## config.mk

```make
export PLATFORM = sky130hd
export DESIGN_NAME = cmp_window_tally
export DESIGN_NICKNAME = d
export VERILOG_FILES = /design/src/rtl/cmp_window_tally.sv
export SDC_FILE = /design/constraint.sdc
export NUM_CORES = 1
export LEC_CHECK = 0
export ABC_AREA = 0
export CORE_ASPECT_RATIO = 0.75
export CORE_UTILIZATION = 45
export CTS_BUF_LIST = sky130_fd_sc_hd__clkbuf_8
export DETAILED_ROUTE_END_ITERATION = 8
export DONT_BUFFER_PORTS = 1
export HOLD_SLACK_MARGIN = 0.1
export PLACE_DENSITY = 0.72
export SLEW_MARGIN = 40
export SYNTH_ARGS = -nofsm -noshare
export SYNTH_HDL_FRONTEND = slang
export SYNTH_SLANG_ARGS = --single-unit
```

## constraint.sdc

```tcl
create_clock -name clk -period 4.2 [get_ports clk]
set_clock_uncertainty 0.05 [all_clocks]
set_input_delay 1.05 -clock clk [delete_from_list [all_inputs] [get_ports clk]]
set_output_delay 1.05 -clock clk [all_outputs]
set_load 0.03 [all_outputs]
```

## src/rtl/cmp_window_tally.sv

```systemverilog
// cmp_window_tally
// Accumulates the +1 / 0 / -1 comparison code stream over a window of
// WINDOW legal samples and hands a report (net sum plus per-class counts)
// downstream through a valid/ready pair. Illegal codes raise a sticky error
// but do not disturb the window. A flush forces an early report of a
// non-empty partial window.
module cmp_window_tally #(
   parameter  int WINDOW = 8,
   localparam int CNT_W  = $clog2(WINDOW + 1),
   localparam int SUM_W  = CNT_W + 1
) (
   input  logic             clk,
   input  logic             rstn,
   input  logic             in_valid,
   input  logic [4:0]       in_result,
   output logic             in_ready,
   input  logic             flush,
   input  logic             err_clr,
   output logic             out_valid,
   input  logic             out_ready,
   output logic [SUM_W-1:0] out_sum,
   output logic [CNT_W-1:0] out_gt_cnt,
   output logic [CNT_W-1:0] out_eq_cnt,
   output logic [CNT_W-1:0] out_lt_cnt,
   output logic [CNT_W-1:0] out_len,
   output logic             err
);

   typedef enum logic [0:0] {
      ACCUM  = 1'b0,
      REPORT = 1'b1
   } state_t;

   localparam logic [4:0]       CODE_GT = 5'b00001;
   localparam logic [4:0]       CODE_EQ = 5'b00000;
   localparam logic [4:0]       CODE_LT = 5'b11111;
   localparam logic [CNT_W-1:0] WIN_LEN = CNT_W'(WINDOW);

   state_t           state_r, state_nxt_s;
   logic [CNT_W-1:0] gt_r, eq_r, lt_r;
   logic [CNT_W-1:0] gt_nxt_s, eq_nxt_s, lt_nxt_s;
   logic [CNT_W-1:0] gt_acc_s, eq_acc_s, lt_acc_s, len_acc_s;
   logic             is_gt_s, is_eq_s, is_lt_s, legal_s;
   logic             accept_s, load_s, err_nxt_s;
   logic             in_ready_r, out_valid_r, err_r;
   logic [SUM_W-1:0] out_sum_r;
   logic [CNT_W-1:0] out_gt_r, out_eq_r, out_lt_r, out_len_r;

   // Code classification and the counters as they would stand after this cycle's sample.
   always_comb begin
      is_gt_s  = (in_result == CODE_GT);
      is_eq_s  = (in_result == CODE_EQ);
      is_lt_s  = (in_result == CODE_LT);
      legal_s  = is_gt_s || is_eq_s || is_lt_s;
      accept_s = in_valid && (state_r == ACCUM);
      gt_acc_s = gt_r;
      eq_acc_s = eq_r;
      lt_acc_s = lt_r;
      if (accept_s && is_gt_s) begin
         gt_acc_s = gt_r + CNT_W'(1);
      end else if (accept_s && is_eq_s) begin
         eq_acc_s = eq_r + CNT_W'(1);
      end else if (accept_s && is_lt_s) begin
         lt_acc_s = lt_r + CNT_W'(1);
      end else begin
         gt_acc_s = gt_r;
      end
      len_acc_s = gt_acc_s + eq_acc_s + lt_acc_s;
   end

   // Next-state, counter update and report-capture decision.
   always_comb begin
      state_nxt_s = state_r;
      gt_nxt_s    = gt_r;
      eq_nxt_s    = eq_r;
      lt_nxt_s    = lt_r;
      load_s      = 1'b0;
      case (state_r)
         ACCUM: begin
            if ((accept_s && legal_s && (len_acc_s == WIN_LEN)) ||
                (flush && (len_acc_s != CNT_W'(0)))) begin
               // Report fields capture the final counts, so the counters
               // can restart immediately for the next window.
               state_nxt_s = REPORT;
               load_s      = 1'b1;
               gt_nxt_s    = CNT_W'(0);
               eq_nxt_s    = CNT_W'(0);
               lt_nxt_s    = CNT_W'(0);
            end else begin
               gt_nxt_s = gt_acc_s;
               eq_nxt_s = eq_acc_s;
               lt_nxt_s = lt_acc_s;
            end
         end
         REPORT: begin
            if (out_ready) begin
               state_nxt_s = ACCUM;
            end else begin
               state_nxt_s = REPORT;
            end
         end
         default: begin
            state_nxt_s = ACCUM;
            gt_nxt_s    = CNT_W'(0);
            eq_nxt_s    = CNT_W'(0);
            lt_nxt_s    = CNT_W'(0);
         end
      endcase
   end

   // Sticky error: an accepted illegal code wins over a coincident clear.
   always_comb begin
      if (accept_s && !legal_s) begin
         err_nxt_s = 1'b1;
      end else if (err_clr) begin
         err_nxt_s = 1'b0;
      end else begin
         err_nxt_s = err_r;
      end
   end

   // State, counters, handshake flags and error flag.
   always_ff @(posedge clk or negedge rstn) begin
      if (!rstn) begin
         state_r     <= ACCUM;
         gt_r        <= CNT_W'(0);
         eq_r        <= CNT_W'(0);
         lt_r        <= CNT_W'(0);
         in_ready_r  <= 1'b1;
         out_valid_r <= 1'b0;
         err_r       <= 1'b0;
      end else begin
         state_r     <= state_nxt_s;
         gt_r        <= gt_nxt_s;
         eq_r        <= eq_nxt_s;
         lt_r        <= lt_nxt_s;
         in_ready_r  <= (state_nxt_s == ACCUM);
         out_valid_r <= (state_nxt_s == REPORT);
         err_r       <= err_nxt_s;
      end
   end

   // Report fields: loaded on entry to REPORT, held until the next report.
   always_ff @(posedge clk or negedge rstn) begin
      if (!rstn) begin
         out_sum_r <= SUM_W'(0);
         out_gt_r  <= CNT_W'(0);
         out_eq_r  <= CNT_W'(0);
         out_lt_r  <= CNT_W'(0);
         out_len_r <= CNT_W'(0);
      end else if (load_s) begin
         out_sum_r <= SUM_W'(gt_acc_s) - SUM_W'(lt_acc_s);
         out_gt_r  <= gt_acc_s;
         out_eq_r  <= eq_acc_s;
         out_lt_r  <= lt_acc_s;
         out_len_r <= len_acc_s;
      end else begin
         out_sum_r <= out_sum_r;
         out_gt_r  <= out_gt_r;
         out_eq_r  <= out_eq_r;
         out_lt_r  <= out_lt_r;
         out_len_r <= out_len_r;
      end
   end

   assign in_ready   = in_ready_r;
   assign out_valid  = out_valid_r;
   assign err        = err_r;
   assign out_sum    = out_sum_r;
   assign out_gt_cnt = out_gt_r;
   assign out_eq_cnt = out_eq_r;
   assign out_lt_cnt = out_lt_r;
   assign out_len    = out_len_r;

endmodule

```

==> out/qor.yml <==
status: "finished, violations left"
violations: "negative setup slack"
grt_usage_pct: 19.8
area_growth_pct: 27.5
cts_inserted_buffers: 5
cts_max_path_buffers: 2
finalSetupViolations: 35
final_cells: 252
syn_inst: 161
die_area_sq_um: 4400
wirelength_um: 4050
wl_per_cell_um: 16.1
dp_hpwl_um: 2900
relSlewSlack_pct: 69.5
drive_above_1_share_pct: 35.5
critPathCaptureType: "flip-flop"
cp_num_buf_inv: 3
synth_area_sq_um: 1860
cts_tree: "done"
crit_family: "simple AND/OR/NAND/NOR gates"
drv_slew: 0
grt_pass1_vias: 1331
finalCritPeriodShare_pct: 111
insertion_delay_ps: 290
worstPathArrival_ps: 4800
fmax_ghz: 0.214
synth_seq_cells: 36
cellLeakagePower_nw: 1.16
ant_nets: 0
hold_viol_final: 0
htree_levels: 2
ys_async_sr_fraction_pct: 100
place.gp.congestion: 0.798
p_switching_mw: 0.452
rsz0062_at_grt: "true"
critPathSlowestCell: "or4_4"
rows: 19
power.density_nw_per_um2: 546
cts.clk_slew.worst_paths_ps: 70
critPathLaunchType: "primary input"
setup_ws_ps: -471
p_seq_share_pct: 42.2
grt_start_max_net_pins: 37
internal_power_mw: 0.846
ys_seq_area_share_pct: 48.4
holdBufCountCts: 0
root_buffer: "clkbuf_8"
ys.flop_type: "dfrtp_1"
synth.distinct_cells: 31
grt_pass1_wl_um: 6510
floorplan.initialDensity_pct: 49.0
ys_warn_count: 0
drtPass1Iterations: 4
via_per_inst: 5.10
portBuffers: 0
crit_path_max_fanout: 14
clockPowerShare_pct: 25.5
antenna_found_initial: 0
p_sw_share_pct: 34.9
synth_edf_count: 0
vias: 1285
io_pins: 35
drc_errors: 0
worst_pin_slew_ps: 454
drtIter0Drc: 51
crit_type: "in2reg"
crit_required_ps: 4330
yosys-top-cells-area: "dfrtp_1, mux2_2, fa_1"
nets: 223
final_util_pct: 62.5
yosysMostFrequentCell: "dfrtp_1"
die_x_um: 76.3
yosysTopAreaCellShare_pct: 47.0
synth.avg_cell_area_sq_um: 11.6
post-route-min-period_ps: 4670
critPathMaxStageDelay_ps: 530
synth_common_cells: "dfrtp_1, inv_1, nor2_1"
grt-ovfl-total: 0
cap_viol_max_count: 0
ir_drop_uv: 370
core_area_sq_um: 3800
crit_chain: "or4_4, or2_4, nor2_4, mux2i_2, fa_1, inv_1, ha_1, inv_1, fa_2, nor3b_4, a31oi_1, or2_4, a21oi_4, buf_12, mux2_2"
synth_fp_nets: 185
chipHeight_um: 57.7
synth_largest_area_cell: "dfrtp_1"
cts.sinks: 36
dp.cells: 239
p_comb_share_pct: 32.3
diodes: 0
hp-class: "in2async"
[cells in the final DEF (no fill, tap or decap), types with 7 or more instances in the layout]
| cell | netlist | final |
|---|---|---|
| dfrtp_1 | 35 | 35 |
| clkbuf_8 | 0 | 7 |
| nor2_1 | 15 | 11 |
| xor2_1 | 8 | 8 |
| xnor2_1 | 8 | 7 |
| buf_4 | 2 | 30 |
| mux2i_1 | 9 | 8 |
| ha_1 | 8 | 8 |
| inv_1 | 22 | 22 |
| mux2_2 | 12 | 12 |
[timing repair]
| item | CTS | global route |
|---|---|---|
| setup endpoints to repair | 35 | 35 |
| resized for setup | 3 | 8 |
| pin swaps | 4 | 1 |
| gates cloned | 0 | 0 |
| buffers inserted | 4 | 1 |
[registers in the layout, summed over array words and instances, names as in the netlist]
| register | count |
|---|---|
| lt_r | 4 |
| out_gt_cnt | 4 |
| out_eq_cnt | 4 |
| in_ready | 1 |
| gt_r | 4 |
| out_valid | 1 |
| eq_r | 4 |
| out_len | 4 |
| out_lt_cnt | 4 |
| err | 1 |
| out_sum | 5 |
[metal layers]
metal | global-route usage (%) | wire, um
met1 | 23.1 | 1760
met4 | 9.07 | 93
met5 | 0 | 0
met3 | 8.82 | 222
met2 | 32.0 | 1970
[power by group through the flow]
stage | clock network, mW | logic, mW | registers, mW
global route | 0.357 | 0.451 | 0.554
global placement | 0 | 0.370 | 0.551
CTS | 0.339 | 0.396 | 0.548
finish | 0.331 | 0.419 | 0.547
floorplan | 0 | 0.237 | 0.554
detailed placement | 0 | 0.381 | 0.554
[final timing paths]
| path | start | endpoint | slack, ps | depth (start not counted) |
|---|---|---|---|---|
| max | in_result[4] | out_eq_cnt[0] | -470 | 15 |
| min | rstn | out_len[3] | 400 | 0 |
| max reg2reg | out_valid | out_eq_cnt[0] | 130 | 16 |
| min reg2reg | eq_r[3] | eq_r[3] | 560 | 2 |
| max in group asynchronous | rstn | in_ready | 3530 | 0 |
| min in group clk | eq_r[3] | eq_r[3] | 560 | 2 |
[worst register-to-register path, stage by stage, from the launching register on]
cell      delay [ps]
dfrtp_1          390
nand2b_1         220
buf_4            180
nor2_1           160
nand2_1          110
mux2i_1          270
fa_1             440
inv_1             70
ha_1             140
inv_1             50
fa_2             530
nor3b_4          190
a31oi_1          140
or2_4            310
a21oi_4          170
buf_12           170
mux2_2           350
[per-stage QoR]
step | hold WS (ps) | instance area, sq um | TNS (ps) | setup WS [ps] | power, mW
floorplan | 498 | 1890 | -18050 | -650 | 0.791
global placement | 530 | 2170 | -16300 | -570 | 0.921
detailed placement | 559 | 2170 | -23250 | -765 | 0.935
CTS | 388 | 2330 | -10810 | -403 | 1.28
global route | 374 | 2380 | -15350 | -537 | 1.36
finish | 397 | 2380 | -11960 | -471 | 1.30
[cells by family after synthesis]
| logic type | count (synthesis) | share of synthesized area (%) |
|---|---|---|
| buffers and inverters | 25 | 5.84 |
| multiplexers | 21 | 12.1 |
| XOR/XNOR | 16 | 7.52 |
| flip-flops | 36 | 48.4 |
| adder cells (fa/ha/maj) | 13 | 10.7 |
| AO/OA/AOI/OAI | 17 | 6.45 |
| AND/OR/NAND/NOR | 33 | 8.93 |
[area by class of cell]
| class | instances | area [sq um] |
|---|---|---|
| flip-flops and latches | 36 | 902 |
| fillers | 316 | 1430 |
| well taps | 52 | 65.1 |
| repair buffers | 34 | 288 |
| inverters | 22 | 82.6 |
| clock inverters | 1 | 30.0 |
| clock buffers | 7 | 96.3 |
| multi-input cells | 100 | 912 |
(Power assumes the default switching activity.)
